### config.mk
export PLATFORM = sky130hd
export DESIGN_NAME = sd_spi_responder
export DESIGN_NICKNAME = d
export VERILOG_FILES = /design/src/rtl/sd_spi_responder.sv
export SDC_FILE = /design/constraint.sdc
export NUM_CORES = 1
export LEC_CHECK = 0
export ABC_AREA = 0
export ABC_CLOCK_PERIOD_IN_PS = 3600
export BUFFER_PORTS_ARGS = -buffer_cell sky130_fd_sc_hd__buf_2
export CAP_MARGIN = 20
export CORE_ASPECT_RATIO = 0.8
export CORE_MARGIN = 4
export CORE_UTILIZATION = 55
export DETAILED_ROUTE_END_ITERATION = 12
export PLACE_DENSITY = 0.74
export SYNTH_ARGS = -nofsm -noshare
export SYNTH_HDL_FRONTEND = slang
export SYNTH_SLANG_ARGS = --single-unit
### constraint.sdc
create_clock -name clk -period 3.6 [get_ports clk]
set_input_delay 0.72 -clock clk [delete_from_list [all_inputs] [get_ports clk]]
set_output_delay 0.72 -clock clk [all_outputs]
set_load 0.05 [all_outputs]
### src/rtl/sd_spi_responder.sv
// sd_spi_responder: SD card SPI-mode responder (mode 0).
// Init handshake, CMD17 block read and CMD24 block write against a byte store.
module sd_spi_responder #(
   parameter int ACMD41_RETRIES = 2,
   parameter int NCR_BYTES      = 1,
   parameter int NAC_BYTES      = 1,
   parameter int BUSY_BYTES     = 4
) (
   input  logic        clk,
   input  logic        reset_n,
   input  logic        sd_sclk,
   input  logic        sd_cs,
   input  logic        sd_mosi,
   output logic        sd_miso,
   output logic [31:0] mem_addr,
   input  logic [7:0]  mem_rdata,
   output logic [7:0]  mem_wdata,
   output logic        mem_we,
   output logic        card_ready,
   output logic        cmd_valid,
   output logic [5:0]  cmd_index
);

   typedef enum logic [3:0] {
      S_CMD, S_NCR, S_R1, S_RD_GAP, S_RD_TOK, S_RD_DATA,
      S_RD_CRC, S_WR_WAIT, S_WR_DATA, S_WR_CRC, S_WR_RESP, S_WR_BUSY
   } state_t;

   localparam logic [15:0] NCR_LAST  = 16'(NCR_BYTES - 1);
   localparam logic [15:0] NAC_LAST  = 16'(NAC_BYTES - 1);
   localparam logic [15:0] BUSY_LAST = 16'(BUSY_BYTES - 1);
   localparam logic [7:0]  RETRY_MAX = 8'(ACMD41_RETRIES);

   state_t      state, state_nxt;
   logic [2:0]  sclk_q;
   logic [1:0]  cs_q, mosi_q;
   logic        sel, rise, fall, byte_done, load;
   logic [2:0]  bit_cnt;
   logic [6:0]  rx_sr;
   logic [7:0]  rx_byte, tx_sr, tx_byte;
   logic [2:0]  cmd_cnt;
   logic [5:0]  cmd_idx_r;
   logic [31:0] arg, base;
   logic [15:0] cnt;
   logic [7:0]  r1, acmd_cnt;
   logic        app;

   assign sel       = ~cs_q[1];
   assign rise      = sclk_q[1] & ~sclk_q[2];
   assign fall      = ~sclk_q[1] & sclk_q[2];
   assign rx_byte   = {rx_sr, mosi_q[1]};
   assign byte_done = sel & rise & (bit_cnt == 3'd7);
   assign load      = sel & fall & (bit_cnt == 3'd0);
   assign sd_miso   = tx_sr[7];

   // two-flop synchronizers plus one delay flop for sclk edge detect
   always_ff @(posedge clk or negedge reset_n) begin
      if (!reset_n) begin
         sclk_q <= 3'b000;
         cs_q   <= 2'b11;
         mosi_q <= 2'b11;
      end else begin
         sclk_q <= {sclk_q[1:0], sd_sclk};
         cs_q   <= {cs_q[0], sd_cs};
         mosi_q <= {mosi_q[0], sd_mosi};
      end
   end

   // bit shifting: sample on rise, shift or reload tx on fall
   always_ff @(posedge clk or negedge reset_n) begin
      if (!reset_n) begin
         bit_cnt <= 3'd0;
         rx_sr   <= 7'd0;
         tx_sr   <= 8'hFF;
      end else if (!sel) begin
         bit_cnt <= 3'd0;
         tx_sr   <= 8'hFF;
      end else begin
         if (rise) begin
            rx_sr   <= rx_byte[6:0];
            bit_cnt <= bit_cnt + 3'd1;
         end
         if (fall) begin
            tx_sr <= (bit_cnt == 3'd0) ? tx_byte : {tx_sr[6:0], 1'b1};
         end
      end
   end

   // state register: advances once per completed byte slot
   always_ff @(posedge clk or negedge reset_n) begin
      if (!reset_n) begin
         state <= S_CMD;
      end else if (!sel) begin
         state <= S_CMD;
      end else if (byte_done) begin
         state <= state_nxt;
      end
   end

   // next-state: what the following byte slot will be
   always_comb begin
      state_nxt = state;
      case (state)
         S_CMD: begin
            if (cmd_cnt == 3'd5) begin
               state_nxt = (NCR_BYTES == 0) ? S_R1 : S_NCR;
            end
         end
         S_NCR:     if (cnt == NCR_LAST) state_nxt = S_R1;
         S_R1: begin
            if (r1 == 8'h00 && cmd_index == 6'd17) begin
               state_nxt = (NAC_BYTES == 0) ? S_RD_TOK : S_RD_GAP;
            end else if (r1 == 8'h00 && cmd_index == 6'd24) begin
               state_nxt = S_WR_WAIT;
            end else begin
               state_nxt = S_CMD;
            end
         end
         S_RD_GAP:  if (cnt == NAC_LAST) state_nxt = S_RD_TOK;
         S_RD_TOK:  state_nxt = S_RD_DATA;
         S_RD_DATA: if (cnt == 16'd511) state_nxt = S_RD_CRC;
         S_RD_CRC:  if (cnt == 16'd1) state_nxt = S_CMD;
         S_WR_WAIT: if (rx_byte == 8'hFE) state_nxt = S_WR_DATA;
         S_WR_DATA: if (cnt == 16'd511) state_nxt = S_WR_CRC;
         S_WR_CRC:  if (cnt == 16'd1) state_nxt = S_WR_RESP;
         S_WR_RESP: state_nxt = (BUSY_BYTES == 0) ? S_CMD : S_WR_BUSY;
         S_WR_BUSY: if (cnt == BUSY_LAST) state_nxt = S_CMD;
         default:   state_nxt = S_CMD;
      endcase
   end

   // output: byte to present on miso during the current slot
   always_comb begin
      tx_byte = 8'hFF;
      case (state)
         S_R1:      tx_byte = r1;
         S_RD_TOK:  tx_byte = 8'hFE;
         S_RD_DATA: tx_byte = mem_rdata;
         S_WR_RESP: tx_byte = 8'h05;
         S_WR_BUSY: tx_byte = 8'h00;
         default:   tx_byte = 8'hFF;
      endcase
   end

   // command capture, R1 decode, slot counter and store access
   always_ff @(posedge clk or negedge reset_n) begin
      if (!reset_n) begin
         cmd_cnt    <= 3'd0;
         cmd_idx_r  <= 6'd0;
         arg        <= 32'd0;
         base       <= 32'd0;
         cnt        <= 16'd0;
         r1         <= 8'hFF;
         acmd_cnt   <= 8'd0;
         app        <= 1'b0;
         card_ready <= 1'b0;
         cmd_valid  <= 1'b0;
         cmd_index  <= 6'd0;
         mem_addr   <= 32'd0;
         mem_wdata  <= 8'd0;
         mem_we     <= 1'b0;
      end else begin
         cmd_valid <= 1'b0;
         mem_we    <= 1'b0;
         if (!sel) begin
            cmd_cnt <= 3'd0;
            cnt     <= 16'd0;
         end else begin
            if (load && state == S_RD_DATA) begin
               mem_addr <= mem_addr + 32'd1;
            end
            if (byte_done) begin
               cnt <= (state_nxt != state) ? 16'd0 : cnt + 16'd1;
               if (state == S_CMD) begin
                  if (cmd_cnt == 3'd0) begin
                     if (rx_byte[7:6] == 2'b01) begin
                        cmd_cnt   <= 3'd1;
                        cmd_idx_r <= rx_byte[5:0];
                     end
                  end else if (cmd_cnt != 3'd5) begin
                     arg     <= {arg[23:0], rx_byte};
                     cmd_cnt <= cmd_cnt + 3'd1;
                  end else begin
                     cmd_cnt   <= 3'd0;
                     cmd_valid <= 1'b1;
                     cmd_index <= cmd_idx_r;
                     base      <= {arg[31:9], 9'd0};
                     if (cmd_idx_r == 6'd17) begin
                        mem_addr <= {arg[31:9], 9'd0};
                     end
                     app <= 1'b0;
                     unique case (1'b1)
                        (cmd_idx_r == 6'd0): begin
                           r1         <= 8'h01;
                           card_ready <= 1'b0;
                           acmd_cnt   <= 8'd0;
                        end
                        (cmd_idx_r == 6'd55): begin
                           r1  <= card_ready ? 8'h00 : 8'h01;
                           app <= 1'b1;
                        end
                        (cmd_idx_r == 6'd41 && app): begin
                           if (acmd_cnt < RETRY_MAX) begin
                              r1       <= 8'h01;
                              acmd_cnt <= acmd_cnt + 8'd1;
                           end else begin
                              r1         <= 8'h00;
                              card_ready <= 1'b1;
                           end
                        end
                        (cmd_idx_r == 6'd17 || cmd_idx_r == 6'd24): begin
                           r1 <= card_ready ? 8'h00 : 8'h05;
                        end
                        default: begin
                           r1 <= card_ready ? 8'h04 : 8'h05;
                        end
                     endcase
                  end
               end
               if (state == S_WR_DATA) begin
                  mem_we    <= 1'b1;
                  mem_wdata <= rx_byte;
                  mem_addr  <= base + {16'd0, cnt};
               end
            end
         end
      end
   end

endmodule

==> results by group <==
Status
  • Status: finished, final reports clean

Logic synthesis
  • Ys flop type: dfrtp_1
  • Mapped Nets: 982
  • Mean Syn Cell Area: 9.34 sq um
  • Synth Register Bits: 170
  • Post-synth EDFFs: 0
  • Sequential fraction of the synthesis area: 0.480
  • Cells after synthesis: 953
  • Warnings, synthesis: 0
  • Async SR Flop Fraction: 1.00
  • Synth unique cells: 68
  • Mapped Area: 0.00890 sq mm

Clocking
  • Reg clk slew, reported paths: 70 ps
  • Clock H-tree levels: 4
  • TritonCTS Sinks: 170
  • # resized after CTS: 0
  • Root Buffer: clkbuf_16
  • Maximum buffer depth of the clock tree: 2
  • Num CTS Buffers: 17
  • Postcts setup bufs: 0
  • Post-CTS Hold Fix Bufs: 0
  • CTS tree: yes
  • Insertion delay of the later-clocked pin in the worst-skew pair: 430 ps

Floorplanning
  • DIE HEIGHT: 122 um
  • Core Rows: 41
  • Die width: 150 um
  • Core Region: 0.0158 sq mm
  • Io pins: 63
  • Initial Utilization: 0.564
  • Die area: 0.0183 sq mm

Timing
  • Setup TNS: 0 ps
  • Max Freq: 0.311 GHz
  • Layout Skew: 8.80 ps
  • Final hold vios: 0
  • Max-slew headroom: 0.301
  • Final Cycle Share: 0.894
  • Hold WS: 300 ps
  • Crit path time final: 3220 ps
  • Setup-failing EPs final: 0
  • RSZ-0062 raised after global routing: no
  • Worst-margin pin slew: 1040 ps
  • Slew Viols, Final: 0

Final layout
  • Fillers: 1,318
  • Proportion of layout cells with a drive suffix above 1: 0.193
  • Final Instance Area: 0.0102 sq mm
  • Non-filler cells, final: 1,242
  • Nets: 1,043
  • P&R area growth vs syn: 14.1%
  • N_diodes: 0

Pwr
  • Clock network power share: 0.484
  • Worst VDD drop: 0.000409 V
  • Total Power: 0.00420 W
  • Switching Share: 0.233
  • Sequential power share: 0.481
  • Pwr/cell area: 413 mW/mm^2
  • Net Switching: 0.000978 W
  • Combinational power share: 0.035
  • Leak: 4.85 nW
  • Total internal power: 0.00322 W

Critical path
  • CP Buf/Inv Count: 1
  • CP Max Fanout: 8
  • Slowest cell on crit path: or4_1
  • Crit path DAT: 3570 ps
  • WS Path Type: flip-flop to flip-flop
  • CP max stage delay: 560 ps
  • Crit. End Element: flip-flop
  • Worst path top cell family by delay: simple AND/OR/NAND/NOR gates
  • WP data required: 3950 ps
  • Setup crit start kind: flip-flop
  • Crit path cell chain: or4_1, and4b_1, a21oi_1, nand3b_4, or3b_4, a2111oi_4, buf_4, nand2_1, o211ai_1

Global routing
  • Global Route Usage Sum: 0.253
  • Vias in the first global route: 7,015
  • Pin count of the biggest net entering global routing: 72
  • Initial antenna violation count: 0
  • Total gr overflow: 0
  • First-pass GRT wire length: 36,700 um

Detailed routing
  • Vias per cell: 6.03
  • WL per Instance: 18.0 um
  • Vias: 7,490
  • Drt first pass iters: 5
  • ANT nets after route: 0
  • WL final: 22,400 um
  • First DRT Iteration DRCs: 649
  • DRC viols: 0

Place
  • Number of port buffers: 62
  • Cell Count Post-Placement: 1,210
  • Instance area at placement: 0.00952 sq mm
  • Final HPWL DP: 15,900 um
  • GP Congestion: 0.902

Min path
  • Class of the worst hold path: primary input to async pin

Run
  • Max-Cap Viols: 0
-- kinds of logic after synthesis --
kind of cell,synth area share
AND/OR/NAND/NOR,0.227
XOR/XNOR,0.0364
buffers and inverters,0.0332
AO/OA/AOI/OAI,0.129
flip-flops,0.480
multiplexers,0.0707
adder cells (fa/ha/maj),0.0233
-- cells in the mapped netlist, drive strengths merged (3+ instances only) --
cell type / n / share of area
a21oi: 46 / 0.026
nand4b: 3 / 0.0030
nand3b: 5 / 0.0056
ha: 15 / 0.021
nor3: 18 / 0.010
nor2b: 7 / 0.0049
nor4: 11 / 0.0077
nand2: 178 / 0.075
o31ai: 4 / 0.0034
and3: 23 / 0.016
o22ai: 11 / 0.0077
mux2i: 10 / 0.011
o211ai: 20 / 0.017
o21ai: 39 / 0.022
dfstp: 15 / 0.044
clkbuf: 40 / 0.017
nand3: 43 / 0.024
inv: 22 / 0.0093
a211oi: 5 / 0.0042
nor2: 73 / 0.031
or2: 5 / 0.0035
a221o: 3 / 0.0034
a31o: 3 / 0.0030
and4: 5 / 0.0049
nand4: 22 / 0.015
buf: 9 / 0.0066
a2111oi: 4 / 0.0060
and2: 9 / 0.0063
xor2: 19 / 0.019
dfrtp: 155 / 0.44
xnor2: 18 / 0.018
a31oi: 11 / 0.0077
nand2b: 5 / 0.0035
mux2: 47 / 0.059
a22oi: 10 / 0.0084
or3: 5 / 0.0035
-- metrics by stage --
stage           util  setup slack (ps)
3_5_place_dp   0.602               425
6_report       0.643               383
4_1_cts        0.643               414
2_1_floorplan      -               763
3_3_place_gp   0.602               491
5_1_grt        0.643               205
-- power groups by stage --
stage / Sequential [W] / Clock (W) / Combinational, W
5_1_grt: 0.00203 / 0.00213 / 0.000166
3_5_place_dp: 0.00206 / 0 / 0.000150
6_report: 0.00202 / 0.00203 / 0.000146
4_1_cts: 0.00202 / 0.00205 / 0.000150
2_1_floorplan: 0.00203 / 0 / 0.0000783
3_3_place_gp: 0.00205 / 0 / 0.000146
-- registers in the layout, summed over array words and instances (netlist names), 3 cells and up --
register,cells
acmd_cnt,8
arg,32
base,23
bit_cnt,3
cmd_cnt,3
cmd_idx_r,6
cmd_index,6
cnt,16
mem_addr,32
mem_wdata,8
r1,3
rx_sr,7
sclk_q,3
state,4
tx_sr,8
-- routing by layer --
metal | share of wire | vias up | track usage
met1 | 0.47 | 3644 | 0.386
met3 | 0.078 | 28 | 0.0480
met2 | 0.44 | 292 | 0.369
met5 | 0 | - | 0
li1 | - | 3526 | -
met4 | 0.015 | 0 | 0.0726
-- placed cells by master, fill, tap and decap left out, types with 19 or more instances in the layout --
master and instances:
a21oi_1 46, and3_1 23, buf_2 61, buf_4 28, dfrtp_1 155, inv_1 22, mux2_2 47, nand2_1 178
nand3_1 43, nand4_1 22, nor2_1 72, o211ai_1 20, o21ai_0 35, xor2_1 19
-- final cells by class --
cell class,count,area (sq um),area share
timing repair buffer,91,547,0.0538
clock inverter,13,203,0.0199
multi-input combinational,711,4340,0.427
clock buffer,19,443,0.0436
inverter,23,86.3,0.00849
sequential,170,4270,0.420
tap,215,269,0.0265
-- path summary, 6_finish.rpt --
check | start | to | slack (ps) | cells past startpoint
setup / recovery | cnt[11]$_DFFE_PN0P_ | cnt[6]$_DFFE_PN0P_ | 380 | 9
hold / removal | reset_n | arg[16]$_DFFE_PN0P_ | 300 | 1
setup reg to reg | cnt[11]$_DFFE_PN0P_ | cnt[6]$_DFFE_PN0P_ | 380 | 9
hold reg to reg | sclk_q[0]$_DFF_PN0_ | sclk_q[1]$_DFF_PN0_ | 350 | 0
max in group asynchronous | reset_n | mosi_q[1]$_DFF_PN1_ | 2440 | 2
min in group clk | sclk_q[0]$_DFF_PN0_ | sclk_q[1]$_DFF_PN0_ | 350 | 0
Power figures use the tool's default switching activity.
